**src/rtl/eq_sample_collector_pkg.sv**
```systemverilog
// eq_sample_collector_pkg
//   Shared constants and the collector state type for the output-side
//   sample collector.
//   No ports (package).
package eq_sample_collector_pkg;

  localparam int SAMPLE_W        = 16;
  localparam int PHASE_PERIOD    = 64;
  localparam int FILTER_LATENCY  = 64;
  localparam int NUM_SAMPLES_DEF = 2001;
  localparam int FIFO_DEPTH_DEF  = 16;
  localparam int CNT_W_DEF       = 20;

  typedef enum logic [1:0] {
    ST_IDLE    = 2'd0,
    ST_CAPTURE = 2'd1,
    ST_DRAIN   = 2'd2,
    ST_DONE    = 2'd3
  } collector_state_e;

endpackage

```
**src/rtl/eq_sample_collector_if.sv**
```systemverilog
// eq_sample_collector_if
//   Valid/ready stream carrying captured samples out of the collector.
//   data  : FIFO head sample (valid while valid=1)
//   valid : head is present
//   ready : consumer accepts the head this cycle
interface eq_sample_collector_if
  import eq_sample_collector_pkg::*;
#(
  parameter int DATA_W = SAMPLE_W
) ();

  logic [DATA_W-1:0] data;
  logic              valid;
  logic              ready;

  modport master (output data, output valid, input ready);
  modport slave  (input data, input valid, output ready);

endinterface

```
**src/rtl/eq_sync_fifo.sv**
```systemverilog
// eq_sync_fifo
//   Synchronous first-word-fall-through FIFO. A write into a full FIFO is
//   accepted only when a read happens on the same edge.
//   clk, rst     : clock, synchronous active-high reset
//   wr_en_i      : write request, wr_data_i : write data
//   rd_en_i      : read request (ignored when empty)
//   rd_data_o    : head entry, forced to zero while empty
//   full_o, empty_o, count_o : status and occupancy
module eq_sync_fifo #(
  parameter int DATA_W = 16,
  parameter int DEPTH  = 16
) (
  input  logic                       clk,
  input  logic                       rst,
  input  logic                       wr_en_i,
  input  logic [DATA_W-1:0]          wr_data_i,
  input  logic                       rd_en_i,
  output logic [DATA_W-1:0]          rd_data_o,
  output logic                       full_o,
  output logic                       empty_o,
  output logic [$clog2(DEPTH):0]     count_o
);

  localparam int AW = $clog2(DEPTH);

  logic [DATA_W-1:0] mem_q [DEPTH];
  logic [AW:0]       wr_ptr_q, wr_ptr_d;
  logic [AW:0]       rd_ptr_q, rd_ptr_d;
  logic              do_wr_s, do_rd_s;

  // Pointers carry an extra wrap bit: equal pointers mean empty, equal
  // indices with differing wrap bits mean full.
  assign empty_o   = (wr_ptr_q == rd_ptr_q);
  assign full_o    = (wr_ptr_q[AW] != rd_ptr_q[AW]) &&
                     (wr_ptr_q[AW-1:0] == rd_ptr_q[AW-1:0]);
  assign count_o   = wr_ptr_q - rd_ptr_q;
  assign do_rd_s   = rd_en_i && !empty_o;
  assign do_wr_s   = wr_en_i && (!full_o || do_rd_s);
  assign rd_data_o = empty_o ? {DATA_W{1'b0}} : mem_q[rd_ptr_q[AW-1:0]];

  // Pointer next-state.
  always_comb begin
    wr_ptr_d = wr_ptr_q;
    rd_ptr_d = rd_ptr_q;
    if (do_wr_s) begin
      wr_ptr_d = wr_ptr_q + (AW+1)'(1);
    end else begin
      wr_ptr_d = wr_ptr_q;
    end
    if (do_rd_s) begin
      rd_ptr_d = rd_ptr_q + (AW+1)'(1);
    end else begin
      rd_ptr_d = rd_ptr_q;
    end
  end

  // Pointer registers.
  always_ff @(posedge clk) begin
    if (rst) begin
      wr_ptr_q <= '0;
      rd_ptr_q <= '0;
    end else begin
      wr_ptr_q <= wr_ptr_d;
      rd_ptr_q <= rd_ptr_d;
    end
  end

  // Storage array; contents are don't-care while unoccupied.
  always_ff @(posedge clk) begin
    if (do_wr_s) begin
      mem_q[wr_ptr_q[AW-1:0]] <= wr_data_i;
    end
  end

endmodule

```
**src/rtl/eq_sample_collector.sv**
```systemverilog
// eq_sample_collector
//   Regenerates the filter output strobe by delaying in_phase through a
//   clk_enable-gated delay line, captures filter_out on that strobe into a
//   FWFT FIFO and counts strobes until NUM_SAMPLES, then drains.
//   clk, rst        : clock, synchronous active-high reset
//   clk_enable_i    : gates delay-line shifting and capture
//   in_phase_i      : a sample entered the filter this cycle
//   filter_out_i    : signed filter output sample
//   ce_out_exp_o    : regenerated output strobe
//   m_if            : captured-sample stream (master)
//   sample_count_o  : strobes consumed (captured plus dropped)
//   done_o          : count reached NUM_SAMPLES (sticky)
//   drained_o       : done and FIFO emptied
//   overflow_o      : a strobe hit a full FIFO (sticky)
module eq_sample_collector
  import eq_sample_collector_pkg::*;
#(
  parameter int DATA_W      = SAMPLE_W,
  parameter int LATENCY     = FILTER_LATENCY,
  parameter int FIFO_DEPTH  = FIFO_DEPTH_DEF,
  parameter int NUM_SAMPLES = NUM_SAMPLES_DEF,
  parameter int CNT_W       = CNT_W_DEF
) (
  input  logic                     clk,
  input  logic                     rst,
  input  logic                     clk_enable_i,
  input  logic                     in_phase_i,
  input  logic signed [DATA_W-1:0] filter_out_i,
  output logic                     ce_out_exp_o,
  eq_sample_collector_if.master    m_if,
  output logic [CNT_W-1:0]         sample_count_o,
  output logic                     done_o,
  output logic                     drained_o,
  output logic                     overflow_o
);

  localparam int AW = $clog2(FIFO_DEPTH);

  logic [LATENCY-1:0] dly_q, dly_d;
  logic [CNT_W-1:0]   count_q, count_d;
  logic               done_q, done_d;
  logic               overflow_q, overflow_d;
  collector_state_e   state_q, state_d;

  logic               cap_s, last_cap_s, pop_s, wr_ok_s, empty_after_s;
  logic               fifo_full_s, fifo_empty_s;
  logic [AW:0]        fifo_count_s, occ_next_s;
  logic [DATA_W-1:0]  fifo_rd_data_s;

  assign ce_out_exp_o = dly_q[LATENCY-1] & clk_enable_i;
  // Strobes after done are ignored entirely: no push, no count, no overflow.
  assign cap_s        = ce_out_exp_o && !done_q;
  assign last_cap_s   = cap_s && (count_q == CNT_W'(NUM_SAMPLES - 1));
  assign pop_s        = m_if.ready && !fifo_empty_s;
  assign wr_ok_s      = cap_s && (!fifo_full_s || pop_s);
  assign occ_next_s   = fifo_count_s + (wr_ok_s ? (AW+1)'(1) : (AW+1)'(0))
                                     - (pop_s   ? (AW+1)'(1) : (AW+1)'(0));
  assign empty_after_s = (occ_next_s == (AW+1)'(0));

  eq_sync_fifo #(
    .DATA_W (DATA_W),
    .DEPTH  (FIFO_DEPTH)
  ) u_fifo (
    .clk       (clk),
    .rst       (rst),
    .wr_en_i   (cap_s),
    .wr_data_i (filter_out_i),
    .rd_en_i   (m_if.ready),
    .rd_data_o (fifo_rd_data_s),
    .full_o    (fifo_full_s),
    .empty_o   (fifo_empty_s),
    .count_o   (fifo_count_s)
  );

  assign m_if.data      = fifo_rd_data_s;
  assign m_if.valid     = !fifo_empty_s;
  assign sample_count_o = count_q;
  assign done_o         = done_q;
  assign overflow_o     = overflow_q;
  assign drained_o      = (state_q == ST_DONE);

  // Next-state for delay line, counter, sticky flags and collector FSM.
  always_comb begin
    dly_d      = dly_q;
    count_d    = count_q;
    done_d     = done_q;
    overflow_d = overflow_q;
    state_d    = state_q;

    if (clk_enable_i) begin
      dly_d[0] = in_phase_i;
      for (int i = 1; i < LATENCY; i++) begin
        dly_d[i] = dly_q[i-1];
      end
    end else begin
      dly_d = dly_q;
    end

    if (cap_s) begin
      count_d = count_q + CNT_W'(1);
    end else begin
      count_d = count_q;
    end

    done_d     = done_q | last_cap_s;
    overflow_d = overflow_q | (cap_s && fifo_full_s && !pop_s);

    case (state_q)
      ST_IDLE, ST_CAPTURE: begin
        if (last_cap_s) begin
          state_d = empty_after_s ? ST_DONE : ST_DRAIN;
        end else if (cap_s) begin
          state_d = ST_CAPTURE;
        end else begin
          state_d = state_q;
        end
      end
      ST_DRAIN: begin
        if (pop_s && (fifo_count_s == (AW+1)'(1))) begin
          state_d = ST_DONE;
        end else begin
          state_d = ST_DRAIN;
        end
      end
      ST_DONE: begin
        state_d = ST_DONE;
      end
      default: begin
        state_d = ST_IDLE;
      end
    endcase
  end

  // State registers.
  always_ff @(posedge clk) begin
    if (rst) begin
      dly_q      <= '0;
      count_q    <= '0;
      done_q     <= 1'b0;
      overflow_q <= 1'b0;
      state_q    <= ST_IDLE;
    end else begin
      dly_q      <= dly_d;
      count_q    <= count_d;
      done_q     <= done_d;
      overflow_q <= overflow_d;
      state_q    <= state_d;
    end
  end

endmodule

```
**src/flat_wrapper.sv**
```systemverilog
// flat-port wrapper written by rule: the top's interface ports become plain ports
module eq_sample_collector_flat import eq_sample_collector_pkg::*;
#(
  parameter int DATA_W      = SAMPLE_W,
  parameter int LATENCY     = FILTER_LATENCY,
  parameter int FIFO_DEPTH  = FIFO_DEPTH_DEF,
  parameter int NUM_SAMPLES = NUM_SAMPLES_DEF,
  parameter int CNT_W       = CNT_W_DEF
)
  (clk, rst, clk_enable_i, in_phase_i, filter_out_i, ce_out_exp_o, sample_count_o, done_o, drained_o, overflow_o, m_if_data, m_if_valid, m_if_ready);
  eq_sample_collector_if #(.DATA_W(DATA_W)) m_if_i ();
  input  logic clk;
  input  logic rst;
  input  logic clk_enable_i;
  input  logic in_phase_i;
  input  logic signed [DATA_W-1:0] filter_out_i;
  output logic ce_out_exp_o;
  output logic [CNT_W-1:0] sample_count_o;
  output logic done_o;
  output logic drained_o;
  output logic overflow_o;
  output wire logic [$bits(m_if_i.data)-1:0] m_if_data;
  output wire logic [$bits(m_if_i.valid)-1:0] m_if_valid;
  input wire logic [$bits(m_if_i.ready)-1:0] m_if_ready;
  assign m_if_data = m_if_i.data;
  assign m_if_valid = m_if_i.valid;
  assign m_if_i.ready = m_if_ready;
  eq_sample_collector #(.DATA_W(DATA_W), .LATENCY(LATENCY), .FIFO_DEPTH(FIFO_DEPTH), .NUM_SAMPLES(NUM_SAMPLES), .CNT_W(CNT_W)) u_core (.clk(clk), .rst(rst), .clk_enable_i(clk_enable_i), .in_phase_i(in_phase_i), .filter_out_i(filter_out_i), .ce_out_exp_o(ce_out_exp_o), .m_if(m_if_i), .sample_count_o(sample_count_o), .done_o(done_o), .drained_o(drained_o), .overflow_o(overflow_o));
endmodule
```
**config.mk**
```make
export PLATFORM = sky130hd
export DESIGN_NAME = eq_sample_collector_flat
export DESIGN_NICKNAME = d
export VERILOG_FILES = /design/src/rtl/eq_sample_collector_pkg.sv /design/src/rtl/eq_sample_collector_if.sv /design/src/rtl/eq_sync_fifo.sv /design/src/rtl/eq_sample_collector.sv /design/src/flat_wrapper.sv
export SDC_FILE = /design/constraint.sdc
export NUM_CORES = 1
export LEC_CHECK = 0
export CORE_ASPECT_RATIO = 1.75
export CORE_MARGIN = 2
export CORE_UTILIZATION = 40
export DETAILED_ROUTE_END_ITERATION = 6
export REMOVE_ABC_BUFFERS = 1
export SETUP_SLACK_MARGIN = 0.15
export SLEW_MARGIN = 20
export SYNTH_ARGS = -nofsm -noshare
export SYNTH_HDL_FRONTEND = slang
export SYNTH_SLANG_ARGS = --single-unit
export TNS_END_PERCENT = 50
```
**constraint.sdc**
```tcl
create_clock -name clk -period 3.3 [get_ports clk]
set_clock_uncertainty 0.15 [all_clocks]
set_input_delay 0.825 -clock clk [delete_from_list [all_inputs] [get_ports clk]]
set_output_delay 0.825 -clock clk [all_outputs]
set_load 0.01 [all_outputs]
```
# Word level (Yosys, flattened, before mapping)
# Memories as Yosys holds them, arrays and structs flattened. A register that Yosys moved wholly into a read port is not among the register bits.
# Index checks and enable logic that the tools add are counted.
# word_totals
mem_count,1
elab_cells,54
ff_bits,98
ramBits,256
out_inout_bits,41
# op_classes
reduce_logical,16
add_sub_neg,6
n_eq_ne,9
muxes,12
bitwise_logic,3
# mem_list
name,depth,width,read_ports,rd_ports_with_merged_regs,write_ports,line_no,rtl
u_core.u_fifo.mem_q,16,16,1,1,1,eq_sync_fifo.sv:26,logic [DATA_W-1:0] mem_q [DEPTH];
# op_table
cell,count
"adder 20 x 1 -> 20 bit, second input constant",1
"equality test 20 x 11 -> 1 bit, second input constant",1
2-to-1 mux 16 bit,1
"adder 5 x 1 -> 5 bit, second input constant",2
subtractor 5 bit,2
logical AND 1 bit,8
2-to-1 mux 4 bit,2
2-to-1 mux 1 bit,6
case mux 2 bit (3 select lines),1
adder 5 bit,1
"equality test 5 x 1 -> 1 bit, second input constant",1
equality test 5 bit,1
logical NOT 5 bit,1
"equality test 2 bit, second input constant",2
equality test 4 bit,1
logical NOT 1 bit,4
2-to-1 mux 2 bit,2
"!= test 3 x 1 -> 1 bit, second input constant",1
"equality test 2 x 1 -> 1 bit, second input constant",1
logical NOT 2 bit,1
bitwise OR 1 bit,2
OR reduction 2 bit,1
bitwise AND 1 bit,1
logical OR 1 bit,1
!= test 1 bit,1

# Longest topological paths before layout
# Gate-level depths: netlist of the first run.
# logic_depth
word_depth,12
ltp_mapped,17

# Cells and area by module
# A second synthesis of the first run with hierarchy kept.
# hier_totals
hier_cells,855
hier_area_um2,14179.8
# modules_own_cells
mod,cells_each,seq_area_each_um2,area_per_inst_um2,instances
eq_sync_fifo,490,7967.6,10636.5,1
eq_sample_collector,365,1761.7,3543.4,1

# Worst setup path before layout of the first run
# Ideal clock, no wire load.
# synth_path
kind,flip-flop to flip-flop
startpoint,register u_core.u_fifo.wr_ptr_q[0]
endpoint,register u_core.state_q[0]
stages_incl_launch_ff,18
path_slack_ns,-0.017
required_ns,3.091
arrival_ns,3.108
setup_time_ns,0.059
period_less_slack_ns,3.317
n_path_buf,1
cell_sequence,dfxtp_1 inv_1 ha_1 nand4_1 nor2_1 nor2b_1 clkbuf_1 nand2_1 o21ai_0 ha_1 inv_1 fa_1 xor2_1 nand3b_1 nor3_1 a21bo_2 mux2i_1 o31a_1
# synth_between
elab_chain_len,12
word_cells_on_any_way,20
classes_between,add/sub: 3; eq/ne: 3; mux: 6; reduce/logical: 8
# synth_lines
item,line_no,rtl
start: declaration,eq_sync_fifo.sv:27,"logic [AW:0] wr_ptr_q, wr_ptr_d;"
start signal: assignment,eq_sync_fifo.sv:63,wr_ptr_q <= wr_ptr_d;
equality test 5 bit or equality test 4 bit (tied branches),"eq_sync_fifo.sv:33, eq_sync_fifo.sv:35",
logical NOT 1 bit or logical AND 1 bit (tied branches),"eq_sample_collector.sv:54, eq_sync_fifo.sv:34",
logical AND 1 bit or logical NOT 1 bit (tied branches),"eq_sample_collector.sv:54, eq_sample_collector.sv:55",
logical OR 1 bit,eq_sample_collector.sv:55,assign wr_ok_s = cap_s && (!fifo_full_s || pop_s);
logical AND 1 bit,eq_sample_collector.sv:55,
2-to-1 mux 1 bit,eq_sample_collector.sv:56,assign occ_next_s = fifo_count_s + (wr_ok_s ? (AW+1)'(1) : (AW+1)'(0))
adder 5 bit,eq_sample_collector.sv:56,
subtractor 5 bit,eq_sample_collector.sv:57,- (pop_s ? (AW+1)'(1) : (AW+1)'(0));
logical NOT 5 bit,eq_sample_collector.sv:58,assign empty_after_s = (occ_next_s == (AW+1)'(0));
2-to-1 mux 1 bit,eq_sample_collector.sv:111,state_d = empty_after_s ? ST_DONE : ST_DRAIN;
2-to-1 mux 2 bit,eq_sample_collector.sv:110,if (last_cap_s) begin
case mux 2 bit (3 select lines) *,eq_sample_collector.sv:108,case (state_q)
end signal: assignment,eq_sample_collector.sv:147,state_q <= state_d;
end: declaration,eq_sample_collector.sv:43,"collector_state_e state_q, state_d;"
# Mark *: on every way between the ends. The rest lies on a longest branch, timed or not.
# A chain may end at the register's enable or synchronous reset.

==> out/qor.yml, run 1 <==
sta:
  slew_headroom: 0.313
  period_needed_ns: 3.58
  worst_slack_ns: -0.275
  hold_violations: 0
  setup_viol: 17
  rsz0062_at_grt: "yes"
  drv_slew: 0
  period_share: 1.08
  tightest_slew_ns: 1.03
  fmax_mhz: 280
clocking:
  cts_inserted_buffers: 34
  ctsRootBufferMaster: "clkbuf_16"
  numClockSinks: 358
  htree_levels: 2
  cts_tree: "yes"
  cts.clk_slew.worst_paths_ns: 0.07
  insertion_delay_ns: 0.52
  ctsHoldBuffers: 0
  clock_path_buffers: 3
die:
  die_w_um: 145
  initial_core_util: 0.407
  dieArea_um2: 36600
  rows: 90
  die_h_um: 252
  pin_count: 62
  coreArea_um2: 34500
cells_and_area:
  final_util: 0.493
  stdcell_count: 1438
  drive_gt1_frac: 0.250
  nFillCells: 2970
  syn2layout_area_growth_pct: 21.3
  layout.nets: 991
place:
  placed_cells: 1356
  dp_hpwl_um: 17800
  io_buffers: 61
  gp_congestion: 0.766
critical_path:
  timing.rr.end: "u_core.state_q[0]"
  path_max_fanout: 6
  crit_required_ns: 2.32
  critPathCaptureType: "output port"
  start_kind: "flip-flop"
  endpoint: "m_if_data[7]"
  crit_type: "reg2out"
  rrSetupSlack_ns: 0.14
  arrival_ns: 2.60
  rr_startpoint: "u_core.u_fifo.wr_ptr_q[0]"
  reg2reg_depth: 17
pwr:
  switching_share: 0.199
  report.power.total_mw: 8.69
  internal_power_mw: 6.96
  pwr_density_cell_nw_per_um2: 511
  switching_power_mw: 1.73
  clockPowerShare: 0.433
  cellLeakagePower_nw: 5.75
  peakVddDrop_mv: 0.361
  pwr-share-comb: 0.014
  pwr-share-seq: 0.553
routing:
  drt-initial-drc-count: 435
  via_per_inst: 5.02
  antenna_left: 0
  vias: 7212
  wl_per_cell_um: 20.2
  wirelength_um: 29100
  first_pass_iters: 4
  drc: 0
global_routing:
  antenna_found_initial: 0
  grt_pass1_vias: 7622
  grt_usage: 0.162
  grt_pass1_wl_um: 45100
  overflow: 0
  grt_max_degree: 66
flow_run:
  cap_violations: 0
worst_hold_path:
  hold_class: "reg2reg"
  hold_depth: 2
synthesis:
  synth_most_common_cell: "edfxtp_1"
  syn_area_um2: 14000
  synth_top_area_frac: 0.549
  ys_ff_latch: 358
  ys_seq_area_frac: 0.694
  synth_cells: 827
  synthTopCellsByArea: "edfxtp_1, dfxtp_1, mux4_2"
  yosys-top-cells-count: "edfxtp_1, nor2_1, dfxtp_1"
  async_flop_share: 0
  ys_types: 38
  synth_top_area_cell: "edfxtp_1"
  synth_edf_count: 256
  avgSynthCellArea_um2: 16.9
  ys_warn_count: 0
  synth_ff_type: "edfxtp_1"
status:
  violations: "setup timing"
  status: "finished with violations"
[how the worst min path moves through the flow]
stage	startpoint	endpoint	slack, ns
final	u_core.overflow_o	u_core.overflow_o	0.32
after global routing	u_core.done_o	u_core.done_o	0.36
after CTS	u_core.overflow_o	u_core.overflow_o	0.34
after detailed placement	u_core.overflow_o	u_core.overflow_o	0.31
after global placement	u_core.done_o	u_core.done_o	0.31
after floorplan	u_core.dly_q[0]	u_core.dly_q[0]	0.31
[stage by stage]
step	worst slack, ns	setup TNS, ns	instance area, um^2	hold WS (ns)
after floorplan	-1.67	-30.44	13800	0.310
after global placement	-0.139	-0.139	15600	0.312
after detailed placement	-0.267	-0.267	15600	0.310
after CTS	-0.316	-4.44	17000	0.335
after global routing	-0.365	-5.38	17000	0.363
final	-0.275	-3.78	17000	0.321
[metal layers]
metal	vias to the layer above	wire length [um]	GRT usage
li1	3382	-	-
met1	3655	11200	0.188
met2	135	16100	0.306
met3	40	1070	0.0242
met4	0	737	0.0538
met5	-	0	0
[repair_timing]
action / in CTS / in global routing
pin swaps: 2 / 1
endpoints found under the setup margin: 18 / 18
gates cloned: 7 / 0
endpoints found under the hold margin: 0 / 0
buffers inserted: 12 / 1
resized for setup: 83 / 9
[kinds of logic (layout without fill, tap and decap cells)]
| kind of cell | Yosys count | in the layout | share of synthesized area |
|---|---|---|---|
| AO/OA/AOI/OAI | 20 | 20 | 0.00857 |
| XOR/XNOR | 32 | 32 | 0.0200 |
| adder cells (fa/ha/maj) | 18 | 18 | 0.0171 |
| buffers and inverters | 58 | 208 | 0.0205 |
| flip-flops | 358 | 358 | 0.694 |
| multiplexers | 147 | 147 | 0.176 |
| other | 0 | 1 | 0 |
| AND/OR/NAND/NOR | 194 | 194 | 0.0629 |
[power by group through the flow]
stage | combinational [mW] | sequential, mW | clock [mW]
2_1_floorplan | 0.0173 | 4.91 | 0
3_3_place_gp | 0.122 | 4.91 | 0
3_5_place_dp | 0.127 | 4.91 | 0
4_1_cts | 0.127 | 4.81 | 3.88
5_1_grt | 0.136 | 4.80 | 4.04
6_report | 0.124 | 4.81 | 3.76
[cell usage in the layout (no fill, tap or decap), types with 4 or more instances in the layout]
cell type	n
xor2_1	21
nor3_2	5
clkinv_1	8
buf_2	11
nor2b_4	4
nor2b_1	12
xnor2_1	11
dfxtp_1	99
buf_4	43
clkdlybuf4s50_1	43
buf_12	16
buf_16	6
a21oi_1	11
edfxtp_1	256
nand4_1	9
buf_6	9
inv_1	15
mux4_2	80
mux2i_1	67
nor2_2	12
ha_1	15
nand3_1	12
nor2_1	103
nand2_1	15
clkbuf_16	35
clkbuf_1	7
[registers in the layout, indices dropped and copies added, names as in the netlist, named ones only]
register / count
u_core.u_fifo.mem_q: 256
u_core.u_fifo.rd_ptr_q: 5
u_core.state_q: 2
u_core.sample_count_o: 20
u_core.overflow_o: 1
u_core.u_fifo.wr_ptr_q: 5
u_core.dly_q: 64
u_core.done_o: 1
[critical path, cell delays in order (launching register included)]
cell and delay [ns]:
dfxtp_4 0.38, buf_12 0.11, buf_6 0.09, buf_12 0.11, buf_16 0.13, mux4_2 0.50
mux4_2 0.48, nor2b_1 0.14, buf_2 0.14
[final cells by class]
cell class | instances | area, um^2 | area share
Antenna cell | 1 | 2.50 | 0.000147
Multi-Input combinational cell | 411 | 4100 | 0.241
Tap cell | 460 | 576 | 0.0339
Sequential cell | 358 | 9740 | 0.573
Clock inverter | 19 | 155 | 0.00913
Timing Repair Buffer | 131 | 1470 | 0.0862
Clock buffer | 42 | 902 | 0.0531
Inverter | 16 | 60.1 | 0.00353
(Power assumes the default switching activity.)
==> run 2: changes to the inputs <==
CTS_CLUSTER_SIZE = 10   (was default)
DONT_BUFFER_PORTS = 1   (was default)
==> out/qor.yml, run 2 (synthesized netlist as in run 1, its figures left out) <==
status:
  status: "finished with violations"
  violations: "setup timing"
cells_and_area:
  layout_commonest_cell: "edfxtp_1"
  syn2layout_area_growth_pct: 15.8
  layout_common_cells: "edfxtp_1, nor2_1, dfxtp_1"
  nFillCells: 2990  # +0.67%
  drive_gt1_frac: 0.235  # -0.0144
  stdcell_count: 1344  # -6.5%
  antennaDiodeCount: 0  # -1
  final_util: 0.471  # -0.0224
  layout.nets: 914  # -7.8%
  largest_register_ff_count: 256  # unchanged
critical_path:
  critPathSlowestCell: "mux4_2"
  slowest_delay_ns: 0.50  # about the same
  start_kind: "flip-flop"
  crit_required_ns: 2.32  # about the same
  crit_type: "reg2out"
  path_delay_family: "multiplexers"
  path_buf_inv: 3  # -2
  critPathCaptureType: "output port"
  arrival_ns: 2.43  # -0.17 ns
  path_cells: "buf_12, buf_12, buf_16, mux4_2, mux4_2, nor2b_4"
  path_max_fanout: 7  # +1
global_routing:
  grt_max_degree: 103  # +56%
  antenna_found_initial: 0  # unchanged
  grt_pass1_vias: 7434  # -2.5%
  grt_usage: 0.155  # -0.00750
  overflow: 0  # unchanged
  grt_pass1_wl_um: 43100  # -4.4%
die:
  initial_core_util: 0.407  # unchanged
  coreArea_um2: 34500  # unchanged
  pin_count: 62  # unchanged
  rows: 90  # unchanged
  die_h_um: 252  # unchanged
  die_w_um: 145  # unchanged
  dieArea_um2: 36600  # unchanged
worst_hold_path:
  hold_class: "in2reg"
pwr:
  cellLeakagePower_nw: 5.40  # -6.2%
  pwr_density_cell_nw_per_um2: 547  # +7.0%
  peakVddDrop_mv: 0.384  # +6.3%
routing:
  via_per_inst: 5.20  # +3.7%
  drt-initial-drc-count: 365  # -16%
  antenna_left: 0  # unchanged
  wirelength_um: 28100  # -3.3%
  vias: 6990  # -3.1%
  first_pass_iters: 4  # unchanged
  drc: 0  # unchanged
  wl_per_cell_um: 20.9  # +3.4%
sta:
  slew_headroom: 0.573  # +0.260
  worst_slack_ns: -0.110  # +0.166 ns
  hold-worst-slack_ns: 0.216  # -0.105 ns
  drv_slew: 0  # unchanged
  period_share: 1.03  # -0.0503
  hold_violations: 0  # unchanged
  fmax_mhz: 293  # +4.9%
  tightest_slew_ns: 0.640  # -0.390 ns
  setup_viol: 16  # -1
  rsz0062_at_grt: "yes"
  period_needed_ns: 3.41  # -0.166 ns
flow_run:
  cap_violations: 0  # unchanged
clocking:
  ctsRootBufferMaster: "clkbuf_16"
  cts_tree: "yes"
  insertion_delay_ns: 0.54  # +0.02 ns
  numClockSinks: 358  # unchanged
  clock_path_buffers: 3  # unchanged
  htree_levels: 2  # unchanged
  cts.clk_slew.worst_paths_ns: 0.05  # -0.02 ns
  cts_inserted_buffers: 42  # +24%
place:
  io_buffers: 0  # -100%
  placed_cells: 1278  # -5.8%
  dp_hpwl_um: 16700  # -6.1%
  gp_congestion: 0.721  # -5.9%
run 2: changes by cell type in the layout (fill, tap and decap cells not counted), moves of 6 or more:
cell / previous run / this run
buf_2: 11 / 0
buf_12: 16 / 7
clkinv_1: 8 / 0
buf_4: 43 / 33
clkdlybuf4s50_1: 43 / 0
buf_6: 9 / 1
nor2b_4: 4 / 10
clkbuf_16: 35 / 43
run 2: worst reg2reg max path, cell delays in order (launching register included):
cell and delay (ns):
dfxtp_2 0.35, inv_1 0.08, ha_1 0.28, nand4_1 0.16, nor2_2 0.07, nor2b_1 0.16, nand2_1 0.11, o21ai_0 0.09
ha_1 0.20, inv_1 0.06, fa_1 0.39, xor2_1 0.18, nand3b_1 0.10, nor3_2 0.13, a21bo_2 0.24, mux2i_1 0.12
o31a_1 0.13
run 2: metrics by stage:
step / TNS [ns] / setup slack, ns / power, mW / cell area [um^2]
2_1_floorplan: -30.44 / -1.67 / 4.92 / 13800
4_1_cts: -1.50 / -0.140 / 9.01 / 16200
6_report: -0.963 / -0.110 / 8.88 / 16200
3_3_place_gp: 0 / 0.185 / 4.92 / 14700
3_5_place_dp: 0 / 0.115 / 4.92 / 14700
5_1_grt: -2.31 / -0.191 / 9.16 / 16200
run 2: timing repair:
| item | 4_1_cts | 5_1_grt |
|---|---|---|
| endpoints found under the hold margin | 0 | 0 |
| endpoints found under the setup margin | 17 | 17 |
| resized for setup | 27 | 2 |
| cloned | 3 | 1 |
| pin swaps | 1 | 2 |
| setup buffers | 9 | 0 |
| hold buffers | 0 | 0 |
run 2: final timing paths:
path                                                 from  slack [ns]  depth (start not counted)           endpoint
worst min register to register           u_core.dly_q[10]        0.33                          2   u_core.dly_q[11]
worst min-delay path                                  rst        0.22                          1    u_core.dly_q[2]
worst max register to register  u_core.u_fifo.rd_ptr_q[1]        0.26                         16  u_core.state_q[0]
worst max-delay path                            flip-flop       -0.11                          6       m_if_data[8]
run 2: final cells by class:
| type | count | area [um^2] | area share |
|---|---|---|---|
| flip-flops and latches | 358 | 9740 | 0.600 |
| multi-input cells | 411 | 4150 | 0.256 |
| clock buffers | 48 | 1070 | 0.0662 |
| well taps | 460 | 576 | 0.0355 |
| repair buffers | 46 | 534 | 0.0329 |
| clock inverters | 5 | 97.6 | 0.00601 |
| inverters | 16 | 60.1 | 0.00370 |
run 2: routing by layer:
| metal | up-vias | track usage | wire length, um |
|---|---|---|---|
| met5 | - | 0 | 0 |
| met4 | 0 | 0.0493 | 743 |
| met3 | 47 | 0.0324 | 1260 |
| met2 | 135 | 0.297 | 15600 |
| met1 | 3598 | 0.170 | 10600 |
| li1 | 3210 | - | - |
run 2: power by group:
part / internal (mW) / switching (mW)
Clock: 2.38 / 1.67
Sequential: 4.81 / 0.000756
Combinational: 0.0154 / 0.000758
Total: 7.21 / 1.67
==> run 3: changes to the inputs <==
CTS_CLUSTER_DIAMETER = 50   (was default)
==> out/qor.yml, run 3 (synthesized netlist as in run 1, its figures left out) <==
critical_path:
  start_kind: "flip-flop"
  path_cells: "buf_12, buf_12, buf_16, mux4_2, mux4_2, nor2b_4"
  rrSetupSlack_ns: 0.27  # about the same
  timing.rr.end: "u_core.state_q[0]"
  critPathSlowestCell: "mux4_2"
  crit_type: "reg2out"
  slowest_delay_ns: 0.50  # about the same
  path_buf_inv: 3  # unchanged
  path_delay_family: "multiplexers"
  rr_startpoint: "u_core.u_fifo.rd_ptr_q[1]"
  reg2reg_depth: 16  # unchanged
  endpoint: "m_if_data[8]"
  cp.depth: 6  # unchanged
  critPathCaptureType: "output port"
  crit_required_ns: 2.32  # about the same
  arrival_ns: 2.43  # about the same
  path_max_fanout: 7  # unchanged
clocking:
  htree_levels: 2  # unchanged
  cts.clk_slew.worst_paths_ns: 0.05  # about the same
  insertion_delay_ns: 0.53  # about the same
  ctsRootBufferMaster: "clkbuf_16"
  cts_tree: "yes"
  cts_inserted_buffers: 42  # unchanged
  numClockSinks: 358  # unchanged
  clock_path_buffers: 3  # unchanged
die:
  pin_count: 62  # unchanged
  coreArea_um2: 34500  # unchanged
  rows: 90  # unchanged
  die_w_um: 145  # unchanged
  die_h_um: 252  # unchanged
  dieArea_um2: 36600  # unchanged
  initial_core_util: 0.407  # unchanged
sta:
  hold_violations: 0  # unchanged
  worst_slack_ns: -0.103  # +0.00691 ns
  slew_headroom: 0.559  # -0.0141
  hold-worst-slack_ns: 0.223  # +0.00645 ns
  rsz0062_at_grt: "yes"
  tightest_slew_ns: 0.661  # +0.0212 ns
  drv_slew: 0  # unchanged
  period_share: 1.03  # -0.00209
  period_needed_ns: 3.40  # -0.00691 ns
  setup_viol: 15  # -1
  fmax_mhz: 294  # +0.20%
global_routing:
  overflow: 0  # unchanged
  grt_usage: 0.155  # unchanged
  grt_pass1_wl_um: 43100  # -0.13%
  grt_pass1_vias: 7427  # -0.094%
  antenna_found_initial: 0  # unchanged
  grt_max_degree: 103  # unchanged
cells_and_area:
  final_util: 0.471  # about the same
  syn2layout_area_growth_pct: 15.9  # about the same
  seq_area_um2: 9740  # unchanged
  largest_register_ff_count: 256  # unchanged
  layout.nets: 915  # +0.11%
  drive_gt1_frac: 0.237  # +0.00173
  nFillCells: 2994  # +0.13%
  layout_common_cells: "edfxtp_1, nor2_1, dfxtp_1"
  multi_input_area_um2: 4150  # -0.12%
  antennaDiodeCount: 0  # unchanged
  layout_commonest_cell: "edfxtp_1"
routing:
  vias: 7022  # +0.46%
  antenna_left: 0  # unchanged
  routed.top_layer: "met4"
  wirelength_um: 28100  # -0.12%
  drt-initial-drc-count: 347  # -4.9%
  via_per_inst: 5.22  # +0.31%
  drc: 0  # unchanged
  wl_met1_um: 10400  # -1.0%
  wl_met2_um: 15600  # about the same
  wl_met3_um: 1380  # +9.9%
  first_pass_iters: 4  # unchanged
  wl_per_cell_um: 20.9  # -0.27%
pwr:
  report.power.total_mw: 8.86  # -0.24%
  cellLeakagePower_nw: 5.40  # +0.10%
  pwr_density_cell_nw_per_um2: 545  # -0.32%
  peakVddDrop_mv: 0.436  # +14%
place:
  io_buffers: 0  # unchanged
  dp_hpwl_um: 16700  # unchanged
  gp_congestion: 0.721  # unchanged
status:
  violations: "setup timing"
  status: "finished with violations"
worst_hold_path:
  hold_depth: 1  # unchanged
  hold_class: "in2reg"
flow_run:
  cap_violations: 0  # unchanged
==> run 3: worst min-delay path by stage <==
| stage | from | endpoint | slack (ns) |
|---|---|---|---|
| finish | rst | u_core.dly_q[2] | 0.22 |
| global route | rst | u_core.dly_q[5] | 0.20 |
| CTS | rst | u_core.dly_q[11] | 0.19 |
| detailed placement | u_core.dly_q[8] | u_core.dly_q[8] | 0.33 |
| global placement | u_core.dly_q[7] | u_core.dly_q[7] | 0.32 |
| floorplan | u_core.dly_q[0] | u_core.dly_q[0] | 0.31 |
==> run 3: stage by stage <==
| stage | area (um^2) | TNS, ns | setup slack [ns] | instances |
|---|---|---|---|---|
| 4_1_cts | 16200 | -1.47 | -0.138 | 1344 |
| 3_3_place_gp | 14700 | 0 | 0.185 | 1278 |
| 3_5_place_dp | 14700 | 0 | 0.115 | 1278 |
| 5_1_grt | 16200 | -2.18 | -0.183 | 1346 |
| 2_1_floorplan | 13800 | -30.44 | -1.67 | 785 |
| 6_report | 16200 | -0.867 | -0.103 | 1346 |
==> run 3: power by group <==
group	leakage [nW]	total, mW	switching (mW)	internal (mW)
sequential	3.12	4.81	0.000711	4.81
clock	0.568	4.03	1.65	2.38
combinational	1.71	0.0162	0.000759	0.0154
total	5.40	8.86	1.65	7.21
==> run 3: timing repair <==
action / CTS / global route
setup buffers: 9 / 0
hold buffers: 0 / 0
setup endpoints to repair: 17 / 18
resized for setup: 26 / 2
gates cloned: 3 / 2
pin swaps: 1 / 2
==> run 3: final cells by class <==
type                    instances  share of cell area
clock buffers                  50              0.0692
clock inverters                 4             0.00254
inverters                      16             0.00370
multi-input cells             411               0.255
flip-flops and latches        358               0.599
well taps                     460              0.0354
repair buffers                 47              0.0344
==> run 3: metal layers <==
| metal | vias to the layer above | GRT usage |
|---|---|---|
| met1 | 3609 | 0.170 |
| li1 | 3214 | - |
| met4 | 0 | 0.0507 |
| met2 | 147 | 0.298 |
| met3 | 52 | 0.0304 |
| met5 | - | 0 |
